File: config.mk
export PLATFORM = sky130hd
export DESIGN_NAME = spi_module
export DESIGN_NICKNAME = d
export VERILOG_FILES = /design/src/rtl/spi_pkg.sv /design/src/rtl/spi_sync.sv /design/src/rtl/spi_module.sv
export SDC_FILE = /design/constraint.sdc
export NUM_CORES = 1
export LEC_CHECK = 0
export ABC_CLOCK_PERIOD_IN_PS = 4700
export BUFFER_PORTS_ARGS = -buffer_cell sky130_fd_sc_hd__buf_2
export CAP_MARGIN = 10
export CELL_PAD_IN_SITES_DETAIL_PLACEMENT = 0
export CELL_PAD_IN_SITES_GLOBAL_PLACEMENT = 1
export CORE_MARGIN = 2
export CORE_UTILIZATION = 45
export DETAILED_ROUTE_END_ITERATION = 10
export GPL_TIMING_DRIVEN = 0
export PLACE_DENSITY_LB_ADDON = 0.08
export REMOVE_ABC_BUFFERS = 1
export SLEW_MARGIN = 30
export SYNTH_ARGS = -nofsm -noshare
export SYNTH_HDL_FRONTEND = slang
export SYNTH_HIERARCHICAL = 1
export SYNTH_SLANG_ARGS = --single-unit
File: constraint.sdc
create_clock -name clk -period 4.7 [get_ports clk]
set_input_delay 0.47 -clock clk [delete_from_list [all_inputs] [get_ports clk]]
set_output_delay 0.47 -clock clk [all_outputs]
set_load 0.01 [all_outputs]
File: src/rtl/spi_pkg.sv
// Shared constants and FSM encoding for the SPI register bridge.
package spi_pkg;

    localparam int unsigned CMD_WR_BIT     = 7;
    localparam int unsigned CMD_ADDR_BIT   = 0;
    localparam int unsigned CMD_BITS       = 8;
    localparam int unsigned DATA_BITS      = 32;
    localparam int unsigned FRAME_BITS     = CMD_BITS + DATA_BITS;
    localparam int unsigned CNT_W          = 6;
    localparam logic [7:0]  STATUS_DEFAULT = 8'hA5;

    typedef enum logic [1:0] {
        ST_WAIT,   // after reset: need a valid ncs-high sample before arming
        ST_IDLE,
        ST_SHIFT,
        ST_DONE
    } spi_state_t;

endpackage

File: src/rtl/spi_sync.sv
// Multi-stage flop synchronizer with async reset to a chosen idle value.
module spi_sync
    import spi_pkg::*;
#(
    parameter int unsigned STAGES  = 2,
    parameter logic        RST_VAL = 1'b0
) (
    input  logic clk,
    input  logic rst,
    input  logic d_i,
    output logic q_o
);

    logic [STAGES-1:0] sync_q;

    always_ff @(posedge clk or posedge rst) begin
        if (rst) begin
            sync_q <= {STAGES{RST_VAL}};
        end else begin
            sync_q <= {sync_q[STAGES-2:0], d_i};
        end
    end

    assign q_o = sync_q[STAGES-1];

endmodule

File: src/rtl/spi_module.sv
// Mode-0 SPI slave oversampled by clk: 8-bit command + 32-bit data into two
// registers, returning a status byte and the selected register's old value.
module spi_module
    import spi_pkg::*;
#(
    parameter int unsigned SYNC_STAGES = 2,
    parameter logic [7:0]  STATUS      = STATUS_DEFAULT,
    parameter logic [31:0] Q0_RESET    = 32'h0,
    parameter logic [31:0] Q1_RESET    = 32'h0
) (
    input  logic        clk,
    input  logic        rst,
    input  logic        sck,
    input  logic        mosi,
    input  logic        ncs,
    output logic        miso,
    output logic [31:0] q0,
    output logic [31:0] q1
);

    localparam int unsigned FILL_W = $clog2(SYNC_STAGES + 1);

    logic sck_s, mosi_s, ncs_s;

    spi_sync #(.STAGES(SYNC_STAGES), .RST_VAL(1'b0)) u_sync_sck
        (.clk(clk), .rst(rst), .d_i(sck),  .q_o(sck_s));
    spi_sync #(.STAGES(SYNC_STAGES), .RST_VAL(1'b0)) u_sync_mosi
        (.clk(clk), .rst(rst), .d_i(mosi), .q_o(mosi_s));
    spi_sync #(.STAGES(SYNC_STAGES), .RST_VAL(1'b1)) u_sync_ncs
        (.clk(clk), .rst(rst), .d_i(ncs),  .q_o(ncs_s));

    spi_state_t               state_q, state_d;
    logic [FILL_W-1:0]        fill_q, fill_d;
    logic                     sck_prev_q;
    logic [CNT_W-1:0]         cnt_q, cnt_d;
    logic [DATA_BITS-2:0]     rx_q, rx_d;
    logic [FRAME_BITS-1:0]    tx_q, tx_d;
    logic                     miso_q, miso_d;
    logic                     wr_q, wr_d;
    logic                     addr_q, addr_d;
    logic [31:0]              q0_q, q0_d, q1_q, q1_d;

    logic                     sck_rise, sck_fall;
    logic [DATA_BITS-1:0]     rx_word;
    logic [31:0]              sel_val;

    assign sck_rise = sck_s & ~sck_prev_q;
    assign sck_fall = ~sck_s & sck_prev_q;
    assign rx_word  = {rx_q, mosi_s};
    // cmd[0] is the last command bit, so it is the live mosi sample on edge 8
    assign sel_val  = mosi_s ? q1_q : q0_q;

    always_ff @(posedge clk or posedge rst) begin
        if (rst) begin
            state_q    <= ST_WAIT;
            fill_q     <= '0;
            sck_prev_q <= 1'b0;
            cnt_q      <= '0;
            rx_q       <= '0;
            tx_q       <= '0;
            miso_q     <= 1'b0;
            wr_q       <= 1'b0;
            addr_q     <= 1'b0;
            q0_q       <= Q0_RESET;
            q1_q       <= Q1_RESET;
        end else begin
            state_q    <= state_d;
            fill_q     <= fill_d;
            sck_prev_q <= sck_s;
            cnt_q      <= cnt_d;
            rx_q       <= rx_d;
            tx_q       <= tx_d;
            miso_q     <= miso_d;
            wr_q       <= wr_d;
            addr_q     <= addr_d;
            q0_q       <= q0_d;
            q1_q       <= q1_d;
        end
    end

    always_comb begin
        state_d = state_q;
        fill_d  = fill_q;
        cnt_d   = cnt_q;
        rx_d    = rx_q;
        tx_d    = tx_q;
        miso_d  = miso_q;
        wr_d    = wr_q;
        addr_d  = addr_q;
        q0_d    = q0_q;
        q1_d    = q1_q;

        // Synchronizer outputs hold reset values until flushed; don't trust ncs before then
        if (fill_q != FILL_W'(SYNC_STAGES)) begin
            fill_d = fill_q + 1'b1;
        end

        unique case (state_q)
            ST_WAIT: begin
                cnt_d  = '0;
                miso_d = 1'b0;
                if (fill_q == FILL_W'(SYNC_STAGES) && ncs_s) begin
                    state_d = ST_IDLE;
                end
            end
            ST_IDLE: begin
                cnt_d  = '0;
                miso_d = 1'b0;
                if (!ncs_s) begin
                    state_d = ST_SHIFT;
                    tx_d    = {STATUS, {DATA_BITS{1'b0}}};
                    miso_d  = STATUS[7];
                end
            end
            ST_SHIFT: begin
                if (ncs_s) begin
                    state_d = ST_IDLE;
                    cnt_d   = '0;
                    miso_d  = 1'b0;
                end else if (sck_rise) begin
                    rx_d  = rx_word[DATA_BITS-2:0];
                    cnt_d = cnt_q + 1'b1;
                    if (cnt_q == CNT_W'(CMD_BITS - 1)) begin
                        wr_d   = rx_word[CMD_WR_BIT];
                        addr_d = rx_word[CMD_ADDR_BIT];
                        // Seven falling shifts already happened, so data lands below the live MSB
                        tx_d   = {tx_q[FRAME_BITS-1], sel_val, {(CMD_BITS-1){1'b0}}};
                    end
                    if (cnt_q == CNT_W'(FRAME_BITS - 1)) begin
                        state_d = ST_DONE;
                        miso_d  = 1'b0;
                        if (wr_q && addr_q) begin
                            q1_d = rx_word;
                        end else if (wr_q) begin
                            q0_d = rx_word;
                        end
                    end
                end else if (sck_fall && cnt_q != '0) begin
                    tx_d   = tx_q << 1;
                    miso_d = tx_q[FRAME_BITS-2];
                end
            end
            ST_DONE: begin
                miso_d = 1'b0;
                if (ncs_s) begin
                    state_d = ST_IDLE;
                    cnt_d   = '0;
                end
            end
            default: state_d = ST_WAIT;
        endcase
    end

    assign miso = miso_q;
    assign q0   = q0_q;
    assign q1   = q1_q;

endmodule

# Word-level counts from Yosys, hierarchy flattened
# Index checks and enable logic that the tools add are counted.
word_totals:
  wordCells: 79
  memories: 0
  mem_bits_ro: 0
  mem_bits_rw: 0
  regBits: 154
  latch_bits: 0
  output_inout_bits: 65
classes:
  n_bitwise: 6
  magnitude_cmp: 0
  mux: 24
  n_eq_ne: 17
  n_reduce_logical: 16
  n_mul: 0
  addsub: 2
  n_div: 0
  shift: 0
op_table:
  columns: ["op", "n"]
  rows:
  - ["2-to-1 mux 39 bit", 5]
  - ["case mux 39 bit (2 select lines)", 1]
  - ["2-to-1 mux 32 bit", 1]
  - ["2-to-1 mux 6 bit", 3]
  - ["case mux 6 bit (3 select lines)", 1]
  - ["AND reduction 5 bit", 3]
  - ["2-to-1 mux 2 bit", 6]
  - ["inequality test 2 bit, second input constant", 4]
  - ["inequality test 4 x 3 -> 1 bit, second input constant", 2]
  - ["case mux 2 bit (4 select lines)", 1]
  - ["adder 6 x 1 -> 6 bit, second input constant", 1]
  - ["== test 2 bit, second input constant", 3]
  - ["== test 6 x 3 -> 1 bit, second input constant", 1]
  - ["== test 6 bit, second input constant", 1]
  - ["inequality test 3 x 2 -> 1 bit, second input constant", 2]
  - ["inequality test 3 bit, second input constant", 2]
  - ["AND reduction 6 bit", 1]
  - ["nonzero test 6 bit", 1]
  - ["2-to-1 mux 1 bit", 5]
  - ["inverter 1 bit", 4]
  - ["AND reduction 2 bit", 2]
  - ["AND reduction 4 bit", 1]
  - ["OR reduction 2 bit", 2]
  - ["logical AND 1 bit", 3]
  - ["8 further kinds", 9]

# Depth between registers and ports, before layout
# Gate-level depths: netlist (run 1).
depth:
  depth_word: 7
  mapped_depth: 8
  depth_no_buf: 6

# By module
# Netlist (run 1), hierarchy kept.
by_module_without_submodules:
  columns: ["module", "n_inst", "area_per_inst_um2", "cells_per_inst"]
  rows:
  - ["spi_module", 1, 6274.8, 499]
  - ["spi_sync (u_sync_mosi ...)", 2, 53.8, 3]
  - ["spi_sync (u_sync_ncs)", 1, 56.3, 3]

# Worst setup path before layout (run 1)
# Ideal clock, no wire load.
synth_path:
  path_kind: "reg2reg"
  start: "register state_q[0]"
  end: "register addr_q"
  period_less_slack_ns: 2.012
  path_stages_with_launch: 8
  n_path_buf: 1
  required_ns: 4.575
  setup_slack_ns: 2.688
  t_arrival_ns: 1.887
  path_cell_list: "dfrtp_1 > inv_1 > ha_1 > buf_2 > nor2b_1 > nand2_1 > nor3b_1 > mux2_2"
synth_via:
  elab_chain_cells: 2
synth_lines:
  columns: ["element", "line", "text"]
  rows:
  - ["from (decl)", "spi_module.sv:32", "spi_state_t state_q, state_d;"]
  - ["from (signal assigned)", "spi_module.sv:67", "state_q <= state_d;"]
  - ["== test 2 bit", "spi_module.sv:98", "unique case (state_q)"]
  - ["AND reduction 4 bit (no source line)", null, null]
  - ["to (signal assigned)", "spi_module.sv:75", "addr_q <= addr_d;"]
  - ["to (decl)", "spi_module.sv:40", "logic addr_q, addr_d;"]
# Every way passes these cells.
# A chain may end at the register's enable or synchronous reset.

# Final worst setup path (run 1)
layout_path:
  start: "register state_q[0]"
  end: "register q1_q[2], in the netlist q1[2]"
layout_via:
  elab_chain_cells: 2
layout_lines:
  columns: ["element", "line", "text"]
  rows:
  - ["== test 2 bit", "spi_module.sv:98", null]
  - ["AND reduction 5 bit (no source line)", null, null]
  - ["to (signal assigned)", "spi_module.sv:77", "q1_q <= q1_d;"]
  - ["to (decl)", "spi_module.sv:41", "logic [31:0] q0_q, q0_d, q1_q, q1_d;"]
# Every way passes these cells.

==> impl_metrics.ini, run 1 <==
[floorplan]
row_count = 43
io-pin-count = 70
floorplan.die.height_um = 123.6
floorplan_core_area_sq_um = 13930
die_footprint_sq_um = 15280
initial_core_util_pct = 46.21
chip_width_um = 123.6

[global_route]
grt_util_all_layers_pct = 19.66
grt_pass1_wl_mm = 22.47
grt_start_max_net_pins = 76
first_global_vias = 4264
antenna_found_initial = 0
grt_overflow_total = 0

[clock_tree]
cts_made_buffers = 17
cts_setup_buffers = 0
clk_latency_ps = 420
cts_num_sinks = 147
cts_resized = 0
clockRootBuffer = sky130_fd_sc_hd__clkbuf_16
tritoncts_clock_tree = built
ctsHoldBuffers = 1
clkSlewWorstSetupHoldPaths_ps = 60
clock_tree.htree_level_count = 4
cts_buffer_depth = 2

[timing]
setup_repair_after_global_routing_missed_its_margin = no
slew_worst_pin_ps = 822.1
min_period_over_period_pct = 68.89
fin_ws_ps = 1462
post-route-min-period_ps = 3238
timing_hold_violations_final = 0
fin_skew_ps = 7.368
finalMaxSlewViolations = 0
timing.fmax_mhz = 308.9
finalSetupViolCount = 0
relSlewSlack_pct = 45.00

[worst_setup_path]
worst-setup-path-type = reg -> reg
critical_path_arrival_ps = 3540
worst-path-max-fanout = 18
critical_path_required_ps = 5000
timing.critical_path.from_type = register
end_kind = register

[synth]
synth_area_per_cell_sq_um = 12.67
synthesis.yosys.warnings = 6
synthArstFlopShare_pct = 100.0
post_synth_inst_count = 508
netlist_area_sq_um = 6439
synth_sequential_area_ratio_pct = 57.17
synth_enable_flop_cells = 0
synthDistinctLibCells = 41
top_reg_cell_synth = sky130_fd_sc_hd__dfrtp_1
ys_seq_elements = 147

[power]
power.combinational.fraction_pct = 11.4
power.static_leakage_nw = 3.985
p_sw_uw = 736.1
clockPowerShare_pct = 44.7
swShare_pct = 24.01
sequentialPowerShare_pct = 43.9
cellPowerDensity_nw_per_um2 = 400.8
cell_internal_pwr_mw = 2.330
ir_drop_mv = 0.2360
overall_power_consumption_mw = 3.066

[drt]
drc = 0
drt_iter0_drc = 195
drt_wl_total_mm = 13.77
antenna_left = 0
drtPass1Iterations = 4
post_drt_wl_per_cell_um = 17.81
routed_via_density = 5.304
routed-via-count = 4100

[run]
timing.max_cap.violations = 0

[cells_and_area]
cell_area_after_layout_sq_um = 7649
final-instance-count-excl-fill = 773
diodes = 0
nFillCells = 1221
layout.core_utilization_pct = 54.89
fin_nets = 593
syn_to_final_growth_pct = 18.79
drive_gt1_share_pct = 35.75

[place]
placed_area_sq_um = 7046
number_of_port_buffers = 69
final_weighted_congestion_of_routability_driven_global_placement = 0.7965
pre_cts_slack_ps = 1515
dp.final_hpwl_mm = 8.910
place_inst = 740

[hold_path]
worst_hold_path_class = in -> reg

[status]
status = finished, final reports clean
power groups by stage:
stage,Clock (mW),Sequential [mW],Combinational (mW)
5_1_grt,1.45,1.35,0.386
3_3_place_gp,0,1.37,0.309
6_report,1.37,1.35,0.349
4_1_cts,1.40,1.35,0.354
3_5_place_dp,0,1.37,0.351
2_1_floorplan,0,1.36,0.234
state kept, by name, summed over array words and instances, names as in the netlist, 6 cells and up:
name and count:
cnt_q 6, q0 32, q1 32, rx_q 31, tx_q 32
layout by cell type, fill, tap and decap left out, drive strengths merged, types with 2 or more instances in the layout:
cell type  Yosys  routed
a22o           2       2
o22ai          6       6
o2bb2ai       25      25
inv           14      14
ha             8       8
a311oi         2       2
buf           16      80
a21oi          2       2
nand3          3       3
nand2b         3       3
nand2         99      99
clkinv         0       2
nor2b          3       3
mux2i         34      34
nor2          10      10
dfstp          2       2
xnor2          3       3
a211oi         2       2
o21ai          3       3
mux2          99      99
clkbuf        12      27
dfrtp        145     145
bufinv         0       3
cell type report:
cell class	count	area, sq um	share of cell area [%]
Clock inverter	5	100.1	1.309
Multi-Input combinational cell	319	2549	33.32
Inverter	14	60.06	0.7852
Tap cell	180	225.2	2.945
Timing Repair Buffer	81	536.8	7.018
Clock buffer	27	493.0	6.445
Sequential cell	147	3685	48.18
final timing paths:
check                                startpoint                    end  slack, ps  cells after the start
max                                  state_q[0]                  q1[2]       1460                      7
min reg2reg                u_sync_ncs/sync_q[0]   u_sync_ncs/sync_q[1]        360                      0
max reg2reg                          state_q[0]                  q1[2]       1460                      7
min in group asynchronous                   rst  u_sync_mosi/sync_q[1]        520                      3
max in group asynchronous                   rst                  q1[3]       3290                      4
min                                         ncs   u_sync_ncs/sync_q[0]        150                      1
stage by stage:
step           hold WS [ps]  TNS, ps
2_1_floorplan         211.2   -10670
3_3_place_gp          333.6  -438330
3_5_place_dp          342.7        0
4_1_cts               131.1        0
5_1_grt               131.6        0
6_report              148.9        0
Yosys cell counts (all sizes together), types with 2 or more instances:
master   instances  area, sq um
ha               8        100.1
a211oi           2        15.01
clkbuf          12        45.04
xnor2            3        26.28
nor2            10        52.55
nand2b           3        18.77
mux2i           34        340.3
dfrtp          145         3628
nand3            3        15.01
o21ai            3        15.01
a21oi            2        10.01
a22o             2        17.52
o2bb2ai         25        219.0
nand2           99        371.6
o22ai            6        37.54
mux2            99         1115
inv             14        52.55
buf             16        132.6
dfstp            2        52.55
nor2b            3        18.77
a311oi           2        35.04
cells by family (layout without fill, tap and decap cells):
group / count (synthesis) / in the layout / synth area share (%)
xor gates and xnor gates: 4 / 4 / 0.5442
muxes: 133 / 133 / 22.60
adders and majority gates: 8 / 8 / 1.555
and+or+nand+nor: 126 / 126 / 8.376
buffers and inverters: 42 / 127 / 3.576
AOI/OAI and AO/OA: 48 / 48 / 6.180
DFF: 147 / 147 / 57.17
critical path, cell delays in order (launching register included):
cell and delay [ps]:
sky130_fd_sc_hd__dfrtp_1 420, sky130_fd_sc_hd__inv_1 130, sky130_fd_sc_hd__ha_1 440, sky130_fd_sc_hd__nor4bb_4 600
sky130_fd_sc_hd__nand4_1 320, sky130_fd_sc_hd__nor2_4 600, sky130_fd_sc_hd__buf_16 250, sky130_fd_sc_hd__mux2_2 360
per-layer routing:
layer  track usage, %  vias to the layer above  part of all wire [%]
li1                 -                     1913                     -
met1            25.27                     2092                    45
met2            31.77                       72                    49
met3            5.082                       23                   3.6
met4            8.168                        0                   2.1
met5                0                        -                     0
No activity file was read; power rests on OpenSTA's default activity.
==> run 2, diff against run 1 <==
--- a/config.mk
+++ b/config.mk
@@ -5,13 +5,14 @@
 export SDC_FILE = /design/constraint.sdc
 export NUM_CORES = 1
 export LEC_CHECK = 0
-export ABC_CLOCK_PERIOD_IN_PS = 4700
+export ABC_AREA = 1
+export ABC_CLOCK_PERIOD_IN_PS = 2950
 export BUFFER_PORTS_ARGS = -buffer_cell sky130_fd_sc_hd__buf_2
 export CAP_MARGIN = 10
 export CELL_PAD_IN_SITES_DETAIL_PLACEMENT = 0
 export CELL_PAD_IN_SITES_GLOBAL_PLACEMENT = 1
 export CORE_MARGIN = 2
-export CORE_UTILIZATION = 45
+export CORE_UTILIZATION = 41
 export DETAILED_ROUTE_END_ITERATION = 10
 export GPL_TIMING_DRIVEN = 0
 export PLACE_DENSITY_LB_ADDON = 0.08
==> constraint.sdc (replaced) <==
create_clock -name clk -period 2.95 [get_ports clk]
set_input_delay 0.295 -clock clk [delete_from_list [all_inputs] [get_ports clk]]
set_output_delay 0.295 -clock clk [all_outputs]
set_load 0.01 [all_outputs]
==> impl_metrics.ini, run 2 <==
[worst_setup_path]
path_cells = inv_1, ha_1, nand2_1, clkinvlp_4, nand2_8, nand2_4, nand2_1, nand2_1
timing.critical_path.slowest_cell_delay_ps = 470
regToRegEndpoint = tx_q[28]
critical_path_arrival_ps = 2850
critical_path_required_ps = 3260
critPathTopFamily = simple AND/OR/NAND/NOR gates
worst-setup-path-type = reg -> reg
end_kind = register
worst-path-max-fanout = 33
worst_reg_to_reg_path_cell_count = 8
regToRegSetupSlack_ps = 410
timing.critical_path.from_type = register
crit_slowest_cell = sky130_fd_sc_hd__clkinvlp_4
critPathBufInv = 2
critical-path-top-cell-by-count = sky130_fd_sc_hd__nand2_1
regToRegStartpoint = state_q[0]

[synth]
synth_top_cell_by_area = sky130_fd_sc_hd__dfrtp_1
synthDistinctLibCells = 26
synth_sequential_area_ratio_pct = 53.87
top_reg_cell_synth = sky130_fd_sc_hd__dfrtp_1
synth_area_per_cell_sq_um = 9.038
synth.top_cell.area_share_pct = 53.10
synth_enable_flop_cells = 0
post_synth_inst_count = 756
netlist_area_sq_um = 6833
largest_cells_by_area_after_synthesis = sky130_fd_sc_hd__dfrtp_1 (53%), sky130_fd_sc_hd__nand2_1 (13%), sky130_fd_sc_hd__o21ai_2 (8.2%), sky130_fd_sc_hd__o21ai_0 (6.4%), sky130_fd_sc_hd__nand3_1 (2.8%)
synthArstFlopShare_pct = 100.0
synthMostInstantiatedCell = sky130_fd_sc_hd__nand2_1
synthesis.yosys.warnings = 6
ys_seq_elements = 147
synthTopCellsByCount = sky130_fd_sc_hd__nand2_1 (243), sky130_fd_sc_hd__dfrtp_1 (145), sky130_fd_sc_hd__o21ai_0 (88)

[floorplan]
row_count = 47
chip_width_um = 133.1
io-pin-count = 70
floorplan_core_area_sq_um = 16410
initial_core_util_pct = 41.65
die_footprint_sq_um = 17710
floorplan.die.height_um = 133.1

[timing]
finalSetupViolCount = 0
fin_skew_ps = 7.735
fin_ws_ps = 408.0
finalMaxSlewViolations = 0
min_period_over_period_pct = 86.17
setup_repair_after_global_routing_missed_its_margin = no
timing_hold_violations_final = 0
relSlewSlack_pct = 38.88
timing.setup.tns_ps = 0
slew_worst_pin_ps = 914.6
post-route-min-period_ps = 2542
timing.fmax_mhz = 393.4

[place]
dp.final_hpwl_mm = 8.884
final_weighted_congestion_of_routability_driven_global_placement = 0.7409
pre_cts_slack_ps = -566.2
number_of_port_buffers = 69
placed_area_sq_um = 7227

[cells_and_area]
drive_gt1_share_pct = 26.42
final_common_cell = sky130_fd_sc_hd__nand2_1
diodes = 0
fin_nets = 833
cell_area_after_layout_sq_um = 7959
syn_to_final_growth_pct = 16.48
layout.core_utilization_pct = 48.51
nFillCells = 1614
most_frequent_cells_in_the_layout = sky130_fd_sc_hd__nand2_1 (242), sky130_fd_sc_hd__dfrtp_1 (144), sky130_fd_sc_hd__o21ai_0 (88), sky130_fd_sc_hd__buf_2 (69), sky130_fd_sc_hd__o21ai_2 (64)

[global_route]
grt_start_max_net_pins = 76
antenna_found_initial = 0
grt_overflow_total = 0
first_global_vias = 5086
grt_pass1_wl_mm = 27.68
grt_util_all_layers_pct = 20.18

[drt]
drt_iter0_drc = 354
drc = 0
antenna_left = 0
routed-via-count = 5276
routed_via_density = 5.030
drt_wl_total_mm = 17.44
post_drt_wl_per_cell_um = 16.62
drtPass1Iterations = 6

[power]
overall_power_consumption_mw = 4.761
power.static_leakage_nw = 3.948
cellPowerDensity_nw_per_um2 = 598.2
ir_drop_mv = 0.3988

[clock_tree]
clk_latency_ps = 420
cts_made_buffers = 17
clockRootBuffer = sky130_fd_sc_hd__clkbuf_16
clock_tree.htree_level_count = 4
tritoncts_clock_tree = built
cts_num_sinks = 147
clkSlewWorstSetupHoldPaths_ps = 60
cts_buffer_depth = 2

[run]
timing.max_cap.violations = 0

[hold_path]
worst_hold_path_class = in -> async

[status]
status = finished, final reports clean
==> run 2: worst max path at each step <==
stage,cells past startpoint,from,slack [ps],end
after global routing,8,state_q[0],200,tx_q[27]
after detailed placement,9,state_q[0],-570,q0[2]
after floorplan,1,rst,-1130,addr_q
final,8,state_q[0],410,tx_q[28]
after CTS,9,state_q[0],9,q0[4]
after global placement,2,rst,-3000,rx_q[17]
==> run 2: per-layer routing <==
layer | routed length, um | part of all wire, % | GRT usage, %
met1 | 8271 | 47 | 27.80
met2 | 8285 | 48 | 32.33
met3 | 683 | 3.9 | 5.023
met4 | 196 | 1.1 | 4.965
met5 | 0 | 0 | 0
==> run 2: final cells by class <==
type                       count  area (sq um)  area share, %
clock buffer                  22         474.2          5.958
timing repair buffer          78         475.5          5.974
clock inverter                 6         57.56         0.7232
sequential                   147          3682          46.27
tap                          220         275.3          3.459
multi-input combinational    521          2775          34.87
inverter                      54         214.0          2.688
timing repair inverter         1         5.005        0.06288
==> run 2: kinds of logic (layout without fill, tap and decap cells) <==
group / count (synthesis) / count (layout) / share of synthesized area, %
AOI/OAI and AO/OA: 163 / 163 / 15.51
xor gates and xnor gates: 1 / 1 / 0.1282
adders and majority gates: 8 / 8 / 1.465
buffers and inverters: 94 / 161 / 7.361
DFF: 147 / 147 / 53.87
and+or+nand+nor: 343 / 349 / 21.66
==> run 2: per-stage QoR <==
stage	instances	hold slack, ps
after floorplan	716	36.18
after global placement	1005	173.0
after detailed placement	1007	219.2
after CTS	1044	315.5
after global routing	1049	342.8
final	1049	331.5
==> run 2: timing repair <==
item / CTS / global route
buffers inserted: 0 / 3
hold buffers: 4 / 0
endpoints found under the hold margin: 75 / 0
resized for setup: 7 / 1
cloned: 5 / 2
pin swaps: 3 / 1
endpoints found under the setup margin: 96 / 96
==> run 2: worst reg2reg max path: stages, from the launching register on <==
cell and delay, ps:
sky130_fd_sc_hd__dfrtp_1 420, sky130_fd_sc_hd__inv_1 100, sky130_fd_sc_hd__ha_1 250, sky130_fd_sc_hd__nand2_1 290, sky130_fd_sc_hd__clkinvlp_4 470, sky130_fd_sc_hd__nand2_8 380
sky130_fd_sc_hd__nand2_4 310, sky130_fd_sc_hd__nand2_1 150, sky130_fd_sc_hd__nand2_1 60
==> run 2: where the power goes <==
part | total [mW] | switching (mW) | internal, mW
sequential | 2.17 | 0.0652 | 2.10
combinational | 0.605 | 0.434 | 0.171
clock | 1.99 | 0.789 | 1.20
==> run 3, diff against run 2 <==
--- a/config.mk
+++ b/config.mk
@@ -6,13 +6,14 @@
 export NUM_CORES = 1
 export LEC_CHECK = 0
 export ABC_AREA = 1
-export ABC_CLOCK_PERIOD_IN_PS = 2950
+export ABC_CLOCK_PERIOD_IN_PS = 2200
 export BUFFER_PORTS_ARGS = -buffer_cell sky130_fd_sc_hd__buf_2
 export CAP_MARGIN = 10
 export CELL_PAD_IN_SITES_DETAIL_PLACEMENT = 0
 export CELL_PAD_IN_SITES_GLOBAL_PLACEMENT = 1
 export CORE_MARGIN = 2
 export CORE_UTILIZATION = 41
+export CTS_CLUSTER_SIZE = 40
 export DETAILED_ROUTE_END_ITERATION = 10
 export GPL_TIMING_DRIVEN = 0
 export PLACE_DENSITY_LB_ADDON = 0.08
==> constraint.sdc (replaced) <==
create_clock -name clk -period 2.2 [get_ports clk]
set_input_delay 0.22 -clock clk [delete_from_list [all_inputs] [get_ports clk]]
set_output_delay 0.22 -clock clk [all_outputs]
set_load 0.01 [all_outputs]
==> impl_metrics.ini, run 3 (synthesis gave the netlist of run 2 again) <==
[drt]
antenna_left = 0
post_drt_wl_per_cell_um = 17.32
routed-via-count = 5470
drtPass1Iterations = 5
drt_iter0_drc = 410
routed_via_density = 5.117
drt_wl_total_mm = 18.51
drc = 0

[timing]
relSlewSlack_pct = 37.09
post-route-min-period_ps = 2093
finalMaxSlewViolations = 0
slew_worst_pin_ps = 940.2
finalSetupViolCount = 0
fin_ws_ps = 107.2
hold-worst-slack_ps = 261.8
fin_skew_ps = 7.296
timing.fmax_mhz = 477.8
min_period_over_period_pct = 95.13
timing_hold_violations_final = 0

[power]
power.combinational.fraction_pct = 13.2
power.static_leakage_nw = 4.118
ir_drop_mv = 0.5135
p_sw_mw = 1.742
clockPowerShare_pct = 41.6
overall_power_consumption_mw = 6.420
sequentialPowerShare_pct = 45.3
swShare_pct = 27.13
cell_internal_pwr_mw = 4.678
cellPowerDensity_nw_per_um2 = 776.6

[clock_tree]
cts_made_buffers = 17
tritoncts_clock_tree = built
cts_buffer_depth = 2
clk_latency_ps = 420
clock_tree.htree_level_count = 4
clkSlewWorstSetupHoldPaths_ps = 60
cts_num_sinks = 147
clockRootBuffer = sky130_fd_sc_hd__clkbuf_16

[run]
timing.max_cap.violations = 0

[cells_and_area]
diodes = 0
final_common_cell = sky130_fd_sc_hd__nand2_1
final-instance-count-excl-fill = 1069
cell_area_after_layout_sq_um = 8267
drive_gt1_share_pct = 28.39
most_frequent_cells_in_the_layout = sky130_fd_sc_hd__nand2_1 (241), sky130_fd_sc_hd__dfrtp_1 (144), sky130_fd_sc_hd__o21ai_0 (88), sky130_fd_sc_hd__buf_2 (69), sky130_fd_sc_hd__o21ai_2 (64)
ff_latch_area_sq_um = 3685
area_of_combinational_cells_with_multiple_inputs_sq_um = 2829
nFillCells = 1571
fin_nets = 853
syn_to_final_growth_pct = 20.99

[floorplan]
initial_core_util_pct = 41.65
chip_width_um = 133.1
die_footprint_sq_um = 17710
row_count = 47
floorplan_core_area_sq_um = 16410
io-pin-count = 70
floorplan.die.height_um = 133.1

[global_route]
grt_overflow_total = 0
grt_start_max_net_pins = 76
first_global_vias = 5329
grt_pass1_wl_mm = 29.66
antenna_found_initial = 0
grt_util_all_layers_pct = 21.93

[worst_setup_path]
end_kind = register
critical_path_required_ps = 2510
worst_reg_to_reg_path_cell_count = 11
critical_path_arrival_ps = 2400
regToRegSetupSlack_ps = 110
regToRegStartpoint = state_q[0]
timing.critical_path.from_type = register
worst-setup-path-type = reg -> reg
worst-path-max-fanout = 36
regToRegEndpoint = q0[12]

[status]
status = finished, final reports clean

[place]
number_of_port_buffers = 69
place_inst = 1007
pre_cts_slack_ps = -1316
dp.final_hpwl_mm = 8.884
final_weighted_congestion_of_routability_driven_global_placement = 0.7409
placed_area_sq_um = 7227

[hold_path]
worst_hold_path_class = in -> async
run 3: stage by stage:
| stage | setup TNS, ps | utilization [%] |
|---|---|---|
| floorplan | -292630 | - |
| global placement | -652720 | 43.60 |
| detailed placement | -126000 | 44.05 |
| CTS | 0 | 50.22 |
| global route | -16.99 | 50.39 |
| finish | 0 | 50.39 |
run 3: timing repair:
| item | 4_1_cts | 5_1_grt |
|---|---|---|
| gates cloned | 10 | 0 |
| endpoints found under the hold margin | 75 | 0 |
| resized for setup | 14 | 5 |
| endpoints found under the setup margin | 130 | 115 |
| pin swaps | 6 | 3 |
| hold buffers | 4 | 0 |
| buffers inserted | 18 | 2 |
run 3: power by group through the flow:
stage	clock network (mW)	registers (mW)	logic (mW)
after floorplan	0	2.93	0.497
after global placement	0	2.94	0.701
after detailed placement	0	2.95	0.771
after CTS	2.74	2.91	0.843
after global routing	2.86	2.92	0.946
final	2.67	2.91	0.846
run 3: worst max-delay path: stages (launching register included):
cell,delay (ps)
sky130_fd_sc_hd__dfrtp_1,420
sky130_fd_sc_hd__inv_1,120
sky130_fd_sc_hd__ha_2,230
sky130_fd_sc_hd__inv_2,70
sky130_fd_sc_hd__nor2_4,180
sky130_fd_sc_hd__inv_8,140
sky130_fd_sc_hd__nor2_8,210
sky130_fd_sc_hd__buf_12,180
sky130_fd_sc_hd__nand3_4,110
sky130_fd_sc_hd__buf_12,200
sky130_fd_sc_hd__nand2_1,70
sky130_fd_sc_hd__o21ai_2,50
run 3: how the worst max path moves through the flow:
stage / slack (ps) / startpoint / to / cells after the start
floorplan: -1800 / rst / addr_q / 1
global placement: -3680 / rst / rx_q[17] / 2
detailed placement: -1320 / state_q[0] / q0[2] / 9
CTS: 1 / state_q[0] / q0[24] / 11
global route: -9 / state_q[0] / q0[19] / 11
finish: 110 / state_q[0] / q0[12] / 11
run 3: area by class of cell:
cell class | instances | area share, %
Sequential cell | 147 | 44.57
Multi-Input combinational cell | 524 | 34.22
Timing Repair Buffer | 95 | 8.657
Clock buffer | 22 | 5.736
Tap cell | 220 | 3.330
Inverter | 54 | 2.694
Clock inverter | 6 | 0.6962
Timing Repair inverter | 1 | 0.09081
run 3: per-layer routing:
layer	global-route usage, %	wire length, um	vias up
met4	6.265	326	0
met3	5.023	895	25
met5	0	0	-
met2	35.52	8803	154
li1	-	-	2615
met1	29.78	8488	2676
